`config.mk`:
```
export PLATFORM = sky130hd
export DESIGN_NAME = regfile_wb_arbiter
export DESIGN_NICKNAME = d
export VERILOG_FILES = /design/src/rtl/regfile_pkg.sv /design/src/rtl/reg_scoreboard.sv /design/src/rtl/regfile_wb_arbiter.sv
export SDC_FILE = /design/constraint.sdc
export NUM_CORES = 1
export LEC_CHECK = 0
export BUFFER_PORTS_ARGS = -buffer_cell sky130_fd_sc_hd__buf_2
export CORE_MARGIN = 4
export CORE_UTILIZATION = 47
export CTS_CLUSTER_SIZE = 24
export DETAILED_ROUTE_END_ITERATION = 6
export HOLD_SLACK_MARGIN = 0.05
export PLACE_DENSITY = 0.79
export RECOVER_POWER = 25
export REMOVE_ABC_BUFFERS = 1
export SLEW_MARGIN = 0
export SYNTH_ARGS = -nofsm -noshare
export SYNTH_HDL_FRONTEND = slang
export SYNTH_SLANG_ARGS = --single-unit
```
`constraint.sdc`:
```
create_clock -name clk -period 1.9 [get_ports clk]
set_input_delay 0.095 -clock clk [delete_from_list [all_inputs] [get_ports clk]]
set_output_delay 0.095 -clock clk [all_outputs]
set_load 0.02 [all_outputs]
```
`src/rtl/regfile_pkg.sv`:
```
// Shared types and default sizes for the register-file writeback arbiter.
package regfile_pkg;

  localparam int RF_NUM_REGS = 32;
  localparam int RF_AW       = 5;
  localparam int RF_DW       = 32;

  typedef enum logic [1:0] {
    ARB_IDLE  = 2'd0,
    ARB_WAIT  = 2'd1,
    ARB_FORCE = 2'd2
  } arb_state_t;

  typedef enum logic [1:0] {
    SRC_NONE = 2'd0,
    SRC_ALU  = 2'd1,
    SRC_LU   = 2'd2
  } wb_src_t;

endpackage

```
`src/rtl/reg_scoreboard.sv`:
```
// Pending-write scoreboard: one busy bit per architectural register, x0 never busy.
module reg_scoreboard #(
  parameter int NUM_REGS = 32,
  parameter int AW       = 5
) (
  input  logic                clk,
  input  logic                rst_n,
  input  logic                set_en,
  input  logic [AW-1:0]       set_rd,
  input  logic                clr_en,
  input  logic [AW-1:0]       clr_rd,
  input  logic [AW-1:0]       rs1,
  input  logic [AW-1:0]       rs2,
  input  logic [AW-1:0]       rd,
  output logic                rs1_busy,
  output logic                rs2_busy,
  output logic                rd_busy,
  output logic [NUM_REGS-1:0] busy
);

  logic [NUM_REGS-1:0] busy_q, busy_d;

  // Addresses beyond NUM_REGS read as not busy.
  function automatic logic hit(input logic [NUM_REGS-1:0] v, input logic [AW-1:0] a);
    hit = 1'b0;
    for (int i = 0; i < NUM_REGS; i++) begin
      if (a == AW'(i)) hit = v[i];
    end
  endfunction

  always_comb begin
    busy_d = busy_q;
    for (int i = 1; i < NUM_REGS; i++) begin
      if (set_en && set_rd == AW'(i)) busy_d[i] = 1'b1;
      if (clr_en && clr_rd == AW'(i)) busy_d[i] = 1'b0;
    end
    busy_d[0] = 1'b0;
  end

  always_ff @(posedge clk) begin
    if (!rst_n) busy_q <= '0;
    else        busy_q <= busy_d;
  end

  assign rs1_busy = hit(busy_q, rs1);
  assign rs2_busy = hit(busy_q, rs2);
  assign rd_busy  = hit(busy_q, rd);
  assign busy     = busy_q;

endmodule

```
`src/rtl/regfile_wb_arbiter.sv`:
```
// Shares the register-file write port between the ALU (fixed priority) and the
// long-latency unit (valid/ready), with hazard stalls and a starvation guard.
//
// state     | meaning
// ARB_IDLE  | long unit not being denied
// ARB_WAIT  | long unit denied, counting consecutive denied cycles
// ARB_FORCE | alu_hold asserted so the long unit gets the next slot
module regfile_wb_arbiter
  import regfile_pkg::*;
#(
  parameter int NUM_REGS     = RF_NUM_REGS,
  parameter int AW           = RF_AW,
  parameter int DW           = RF_DW,
  parameter int STARVE_LIMIT = 4
) (
  input  logic          clk,
  input  logic          rst_n,
  input  logic          issue_valid,
  input  logic          issue_long,
  input  logic [AW-1:0] issue_rd,
  input  logic [AW-1:0] issue_rs1,
  input  logic [AW-1:0] issue_rs2,
  output logic          issue_stall,
  input  logic          alu_we,
  input  logic [AW-1:0] alu_rd,
  input  logic [DW-1:0] alu_wd,
  input  logic          lu_valid,
  input  logic [AW-1:0] lu_rd,
  input  logic [DW-1:0] lu_wd,
  output logic          lu_ready,
  output logic          alu_hold,
  output logic          WE3,
  output logic [AW-1:0] AD3,
  output logic [DW-1:0] WD3,
  output logic          err
);

  localparam logic [3:0] CNT_LAST = 4'(STARVE_LIMIT - 1);

  arb_state_t          state_q, state_d;
  logic [3:0]          cnt_q, cnt_d;
  logic                alu_hold_q, alu_hold_d;
  logic                err_q, err_d;
  wb_src_t             src;
  logic                commit;
  logic                set_en;
  logic                rs1_busy, rs2_busy, rd_busy;
  logic [NUM_REGS-1:0] busy;
  logic                lu_rd_busy;

  reg_scoreboard #(
    .NUM_REGS (NUM_REGS),
    .AW       (AW)
  ) u_sb (
    .clk      (clk),
    .rst_n    (rst_n),
    .set_en   (set_en),
    .set_rd   (issue_rd),
    .clr_en   (commit),
    .clr_rd   (lu_rd),
    .rs1      (issue_rs1),
    .rs2      (issue_rs2),
    .rd       (issue_rd),
    .rs1_busy (rs1_busy),
    .rs2_busy (rs2_busy),
    .rd_busy  (rd_busy),
    .busy     (busy)
  );

  always_comb begin
    lu_rd_busy = 1'b0;
    for (int i = 0; i < NUM_REGS; i++) begin
      if (lu_rd == AW'(i)) lu_rd_busy = busy[i];
    end
  end

  // Write-port mux; everything is held inactive while reset is asserted.
  always_comb begin
    src         = SRC_NONE;
    lu_ready    = 1'b0;
    WE3         = 1'b0;
    AD3         = '0;
    WD3         = '0;
    issue_stall = 1'b0;
    if (rst_n) begin
      lu_ready    = lu_valid & ~alu_we;
      issue_stall = issue_valid & (rs1_busy | rs2_busy | rd_busy);
      if (alu_we)        src = SRC_ALU;
      else if (lu_ready) src = SRC_LU;
      case (src)
        SRC_ALU: begin
          WE3 = (alu_rd != '0);
          AD3 = alu_rd;
          WD3 = alu_wd;
        end
        SRC_LU: begin
          WE3 = (lu_rd != '0);
          AD3 = lu_rd;
          WD3 = lu_wd;
        end
        default: ;
      endcase
    end
  end

  assign commit = lu_valid & lu_ready;
  assign set_en = issue_valid & ~issue_stall & issue_long & (issue_rd != '0);

  always_comb begin
    state_d = state_q;
    cnt_d   = cnt_q;
    err_d   = err_q;
    if ((commit && !lu_rd_busy && lu_rd != '0) || (alu_we && alu_hold_q)) err_d = 1'b1;
    case (state_q)
      ARB_IDLE: begin
        cnt_d = '0;
        if (lu_valid && alu_we) begin
          if (STARVE_LIMIT == 1) begin
            state_d = ARB_FORCE;
          end else begin
            state_d = ARB_WAIT;
            cnt_d   = 4'd1;
          end
        end
      end
      ARB_WAIT: begin
        if (commit || !lu_valid) begin
          state_d = ARB_IDLE;
          cnt_d   = '0;
        end else if (cnt_q == CNT_LAST) begin
          state_d = ARB_FORCE;
          cnt_d   = '0;
        end else begin
          cnt_d = cnt_q + 4'd1;
        end
      end
      ARB_FORCE: begin
        cnt_d = '0;
        if (commit || !lu_valid) state_d = ARB_IDLE;
      end
      default: begin
        state_d = ARB_IDLE;
        cnt_d   = '0;
      end
    endcase
    alu_hold_d = (state_d == ARB_FORCE);
  end

  always_ff @(posedge clk) begin
    if (!rst_n) begin
      state_q    <= ARB_IDLE;
      cnt_q      <= '0;
      alu_hold_q <= 1'b0;
      err_q      <= 1'b0;
    end else begin
      state_q    <= state_d;
      cnt_q      <= cnt_d;
      alu_hold_q <= alu_hold_d;
      err_q      <= err_d;
    end
  end

  assign alu_hold = alu_hold_q;
  assign err      = err_q;

endmodule

```
# After elaboration in Yosys (flattened, before gate mapping)
# Index checks and enable logic that the tools add are counted.
[word_totals]
reg_bits = 40
in_bits = 95
output_inout_bits = 42
elab_cells = 435
[op_classes]
n_addsub = 1
eq_ne = 130
n_mux = 148
bitwise_logic = 11
reduce_logical = 109
[op_table]
columns = ["operator", "count"]
rows = [
  ["5-bit == test, second input constant", 64],
  ["5-bit by 4-bit == test with 1-bit output, second input constant", 32],
  ["1-bit two-way mux", 132],
  ["5-bit by 3-bit == test with 1-bit output, second input constant", 16],
  ["1-bit logical AND", 66],
  ["32-bit case mux with 2 select lines", 1],
  ["2-bit OR reduction", 31],
  ["5-bit by 2-bit == test with 1-bit output, second input constant", 8],
  ["32-bit two-way mux", 1],
  ["5-bit by 1-bit == test with 1-bit output, second input constant", 4],
  ["5-bit zero test", 4],
  ["5-bit nonzero test", 3],
  ["2-bit two-way mux", 7],
  ["5-bit case mux with 2 select lines", 1],
  ["4-bit two-way mux", 2],
  ["4-bit case mux with 2 select lines", 1],
  ["1-bit bitwise AND", 6],
  ["2-bit == test, second input constant", 3],
  ["2-bit case mux with 3 select lines", 1],
  ["5-bit two-way mux", 1],
  ["4-bit by 1-bit adder with 4-bit output, second input constant", 1],
  ["2-bit by 1-bit == test with 1-bit output, second input constant", 2],
  ["4-bit by 2-bit == test with 1-bit output, second input constant", 1],
  ["1-bit inverter", 3],
  ["other kinds (5)", 8],
]

# Logic depth before layout (Yosys ltp)
[depth]
ltp_word = 42
ltp_mapped = 9
ltp_nobuf = 7

# Modules after synthesis
# From an unflattened synthesis, not the netlist that was laid out.
[hier_totals]
hier_cells = 523
hier_area_um2 = 3861.2
[by_module_without_submodules]
columns = ["module", "n_inst", "cells_each", "area_per_inst_um2", "seq_area_each_um2"]
rows = [
  ["reg_scoreboard", 1, 352, 2534.9, 620.6],
  ["regfile_wb_arbiter", 1, 171, 1326.3, 160.2],
]

# Least setup slack after synthesis
# OpenSTA, ideal clock, no wires.
[synth_timing]
path_kind = "reg2reg"
start = "reg u_sb.busy_q[3] (netlist: u_sb.busy[3])"
end = "reg u_sb.busy_q[19] (netlist: u_sb.busy[19])"
setup_ns = 0.095
arrival_ns = 2.052
required_time_ns = 1.805
slack_ns = -0.247
stages_incl_launch_ff = 8
n_path_buf = 0
period_less_slack_ns = 2.147
cell_sequence = "dfxtp_1 mux2_2 a221oi_1 nor3_1 o2111a_1 a221oi_4 nand4_4 a221oi_1"
[synth_between]
elab_chain_cells = 38
word_cells_on_any_way = 96
classes_between = "mux (88); bitwise (7); reduce/logical (1)"
[synth_lines]
columns = ["item", "line", "text"]
rows = [
  ["start: declaration", "reg_scoreboard.sv:21", "logic [NUM_REGS-1:0] busy_q, busy_d;"],
  ["start signal: assignment", "reg_scoreboard.sv:42", "else busy_q <= busy_d;"],
  ["1-bit two-way mux (29 in a row)", "reg_scoreboard.sv:27", "if (a == AW'(i)) hit = v[i];"],
  ["1-bit bitwise OR", "regfile_wb_arbiter.sv:87", "issue_stall = issue_valid & (rs1_busy | rs2_busy | rd_busy);"],
  ["1-bit bitwise OR *", "regfile_wb_arbiter.sv:87", ""],
  ["1-bit bitwise AND *", "regfile_wb_arbiter.sv:87", ""],
  ["1-bit two-way mux *", "regfile_wb_arbiter.sv:85", "if (rst_n) begin"],
  ["1-bit inverter *", "regfile_wb_arbiter.sv:107", "assign set_en = issue_valid & ~issue_stall & issue_long & (issue_rd != '0);"],
  ["1-bit bitwise AND * (3 in a row)", "regfile_wb_arbiter.sv:107", ""],
  ["1-bit logical AND *", "reg_scoreboard.sv:34", "if (set_en && set_rd == AW'(i)) busy_d[i] = 1'b1;"],
]
# Mark *: on every way between the ends. The rest lies on a longest branch, timed or not.
# A chain may end at the register's enable or synchronous reset.

# Worst setup path in the final report
[layout_timing]
start = "reg u_sb.busy_q[7] (netlist: u_sb.busy[7])"
end = "reg u_sb.busy_q[18] (netlist: u_sb.busy[18])"
[layout_between]
elab_chain_cells = 34
word_cells_on_any_way = 84
classes_between = "mux (76); bitwise (7); reduce/logical (1)"
[layout_lines]
columns = ["item", "line"]
rows = [
  ["1-bit two-way mux (25 in a row)", "reg_scoreboard.sv:27"],
  ["1-bit bitwise OR", "regfile_wb_arbiter.sv:87"],
  ["1-bit bitwise OR *", "regfile_wb_arbiter.sv:87"],
  ["1-bit bitwise AND *", "regfile_wb_arbiter.sv:87"],
  ["1-bit two-way mux *", "regfile_wb_arbiter.sv:85"],
  ["1-bit inverter *", "regfile_wb_arbiter.sv:107"],
  ["1-bit bitwise AND * (3 in a row)", "regfile_wb_arbiter.sv:107"],
  ["1-bit logical AND *", "reg_scoreboard.sv:34"],
]
# Marked as above.

==> run summary <==
FLOW RUN
-------------------------------------------------------------------------------------
Maxcap violations                                                                   0

FINAL LAYOUT
-------------------------------------------------------------------------------------
Ant. Diodes                                                                         0
Signed area change from the synthesized netlist to the final layout             51.9%
Ratio of cells with drive above 1 in the final layout                           47.3%
Number of filler cells placed in the layout                                       646
Cell area after layout                                                     5980 sq um
Number of nets in the final layout                                                844
Number of cells in the finished layout apart from fillers                         854

GLOBAL ROUTING
-------------------------------------------------------------------------------------
Aggregate global-route resource usage                                           35.0%
Grt total ovfl                                                                      0
Maximum number of pins on one net before global-route repair                       39
Number of global-route vias before repair                                        5168
Number of antenna violations at the first check in global routing                   1
First-pass GRT wire length                                               27400 microns

DETAILED ROUTING
-------------------------------------------------------------------------------------
Initial detailed-routing violation count                                          783
Routed length per placed instance                                        21.7 microns
Residual DRC                                                                        0
Drt pass-1 iters                                                                    6
Remaining number of nets flagged by the antenna check after routing                 0
Detailed Route WL                                                        18500 microns
Detailed-route via count                                                         5477
Via density per instance                                                         6.41

SYNTH
-------------------------------------------------------------------------------------
Count of mapped cells out of synthesis                                            523
Async set-or-reset flop fraction in the synthesized netlist                        0%
Number of synthesized flops with an enable pin                                      0
Top_reg_cell synth                                                       sky130_fd_sc_hd__dfxtp_1
Number of synthesized register bits                                                39
Post-synth design cell area                                                3940 sq um
Distinct cell type count after synthesis                                           65
Part of the Yosys area used for sequential elements                             19.8%
Avg Synthesized Cell Area                                                  7.52 sq um
Yosys warnings                                                                      0

SETUP PATH
-------------------------------------------------------------------------------------
Arrival @ worst endpoint                                                      2.48 ns
CP Launch Type                                                              flip-flop
Worst Path Class, Setup                                                  flip-flop to flip-flop
R2R setup slack                                                              -0.38 ns
Launch point of the critical path                                        u_sb.busy[7]
Crit Reg-Reg Startpoint                                                  u_sb.busy[7]
Number of cells traversed by the worst register-to-register path                    9
Critical path capture point                                              u_sb.busy[18]
Critical path data required time                                              2.11 ns
Maximum fanout along the worst path                                                 6
Capturing element type of the critical path                                 flip-flop
FF-to-FF End                                                             u_sb.busy[18]

DIE
-------------------------------------------------------------------------------------
Ports placed on the boundary                                                      137
Die Wd                                                                   99.5 microns
Core Region                                                                8180 sq um
Chip Height                                                              99.5 microns
Initial Util                                                                    48.1%
Row count                                                                          33
Area of the die                                                            9900 sq um

POWER
-------------------------------------------------------------------------------------
Leak                                                                          2.54 nW
Power density normalized to cell area                                     425 nW/um^2
Maximum vdd ir drop                                                        0.000357 V

CLOCK NETWORK
-------------------------------------------------------------------------------------
Clock buffer depth                                                                  2
Number of H-tree levels                                                             2
TritonCTS clock tree                                                              yes
Clock-pin slew of the registers on the worst-case setup and hold paths        0.09 ns
CTS Hold Buffers Added                                                              0
# clock sinks                                                                      39
Number of buffers added by the clock tree synthesis step                            5
Root Driver                                                              sky130_fd_sc_hd__clkbuf_8
Clock network latency to the later pin of the worst-skew pair                 0.30 ns

TIMING
-------------------------------------------------------------------------------------
Maximum clock rate                                                          0.439 GHz
Post-route setup slack                                                      -0.379 ns
Final clock period utilization by the worst path                                 120%
Number of endpoints with negative hold slack in the final report                    0
Number of slew-limit violations in the final report                                 0
Final hold slack                                                             0.128 ns
Pin slew with the least headroom to its limit                                0.731 ns
Final-report setup violation count                                                 32
Normalized max-slew margin                                                      51.3%
Unrepaired setup endpoints after global routing                                   yes
Maximum clock skew at final layout                                          0.0149 ns
Min Clock Period, post-route                                                  2.28 ns

PLACE
-------------------------------------------------------------------------------------
Worst slack at placement                                                    -0.405 ns
Instance area at placement                                                 5440 sq um
Last weighted congestion value of the routability-driven placer                  1.05
Post-Place Cells                                                                  837
Placed wire-length estimate after detailed placement                     13900 microns
Port Buffer Count                                                                 136

OUTCOME
-------------------------------------------------------------------------------------
Failing checks                                                           negative setup slack
Outcome                                                                  complete, but fails checks

HOLD PATH
-------------------------------------------------------------------------------------
Worst hold path type                                                     primary input to flip-flop

[layer usage]
layer	global-route usage [%]	share of wire, %	up-vias
li1	-	-	2472
met1	47.0	39	2561
met2	56.0	47	360
met3	6.17	11	82
met4	13.6	4.3	2
met5	0	0.038	-
[per-stage QoR]
stage / power, mW / TNS (ns) / utilization [%]
after floorplan: 1.20 / -5.28 / -
after global placement: 1.61 / -9.33 / 66.5
after detailed placement: 1.63 / -10.32 / 66.5
after CTS: 2.48 / -8.46 / 70.7
after global routing: 2.61 / -14.74 / 73.1
final: 2.54 / -9.61 / 73.1
[kinds of logic after synthesis]
group	share of synthesized area, %
compound gates	40.0
simple gates	22.8
buf+inv	8.55
flops	19.8
mux	8.30
xor+xnor	0.223
fa+ha+maj	0.318
[critical path, cell delays in order (launching register included)]
cell                       delay [ns]
sky130_fd_sc_hd__dfxtp_1         0.38
sky130_fd_sc_hd__mux2_2          0.30
sky130_fd_sc_hd__o21ai_0         0.19
sky130_fd_sc_hd__nor3_1          0.08
sky130_fd_sc_hd__o2111a_1        0.28
sky130_fd_sc_hd__a221oi_4        0.20
sky130_fd_sc_hd__buf_6           0.17
sky130_fd_sc_hd__buf_6           0.11
sky130_fd_sc_hd__nand4_4         0.16
sky130_fd_sc_hd__a221oi_2        0.28
[power by group]
part | internal, mW | switching (mW)
clock network | 0.526 | 0.326
logic | 0.377 | 0.484
registers | 0.816 | 0.00740
[cell usage in the layout (no fill, tap or decap), drive strengths merged, types with 7 or more instances in the layout]
cell | synthesis | layout
nand4 | 7 | 7
clkbuf | 27 | 10
nand2b | 12 | 12
nand2 | 37 | 37
nor2b | 19 | 19
buf | 16 | 257
a21oi | 41 | 41
o21ai | 31 | 31
dfxtp | 39 | 39
nor3 | 12 | 12
nand3 | 8 | 8
a22o | 38 | 38
inv | 38 | 38
nor2 | 29 | 29
o221ai | 20 | 20
mux2 | 11 | 11
and3 | 7 | 7
mux2i | 9 | 9
o211ai | 7 | 7
a211oi | 11 | 11
a221oi | 8 | 8
and2 | 8 | 8
[how the worst min path moves through the flow]
| stage | start | to | slack, ns | depth (start not counted) |
|---|---|---|---|---|
| 2_1_floorplan | rst_n | u_sb.busy[24] | 0.21 | 2 |
| 4_1_cts | lu_valid | state_q[1] | 0.13 | 3 |
| 5_1_grt | lu_valid | state_q[1] | 0.17 | 3 |
| 3_3_place_gp | lu_valid | state_q[1] | 0.43 | 3 |
| 6_report | lu_valid | state_q[1] | 0.13 | 3 |
| 3_5_place_dp | lu_valid | state_q[1] | 0.44 | 3 |
[repair_timing]
action,in CTS,in global routing
resized for setup,38,56
pin swaps,14,41
endpoints found under the setup margin,33,33
setup buffers,8,1
[cells in the mapped netlist (all sizes together), types with 8 or more instances]
cell type | number | area share, %
mux2 | 11 | 3.1
a22o | 38 | 8.5
dfxtp | 39 | 20
o221ai | 20 | 4.5
nand2b | 12 | 1.9
clkbuf | 27 | 2.6
nor2 | 29 | 2.8
mux2i | 9 | 2.3
nor3 | 12 | 1.5
a211oi | 11 | 2.1
inv | 38 | 3.6
and2 | 8 | 1.3
buf | 16 | 2.3
a21oi | 41 | 5.2
nor2b | 19 | 3.0
a221oi | 8 | 2.2
o21ai | 31 | 3.9
nand2 | 37 | 3.5
nand3 | 8 | 1.0
[layout make-up]
| type | instances | area (sq um) | area share [%] |
|---|---|---|---|
| Timing Repair Buffer | 261 | 1690 | 28.2 |
| Inverter | 39 | 146 | 2.45 |
| Tap cell | 105 | 131 | 2.20 |
| Clock inverter | 2 | 60.1 | 1.01 |
| Sequential cell | 39 | 817 | 13.7 |
| Clock buffer | 6 | 72.6 | 1.21 |
| Multi-Input combinational cell | 402 | 3060 | 51.2 |
[state kept, by name (all words and copies together), names as in the netlist]
signal	flops
cnt_q	4
state_q	2
err	1
u_sb.busy	31
alu_hold	1
Power figures use the tool's default switching activity.
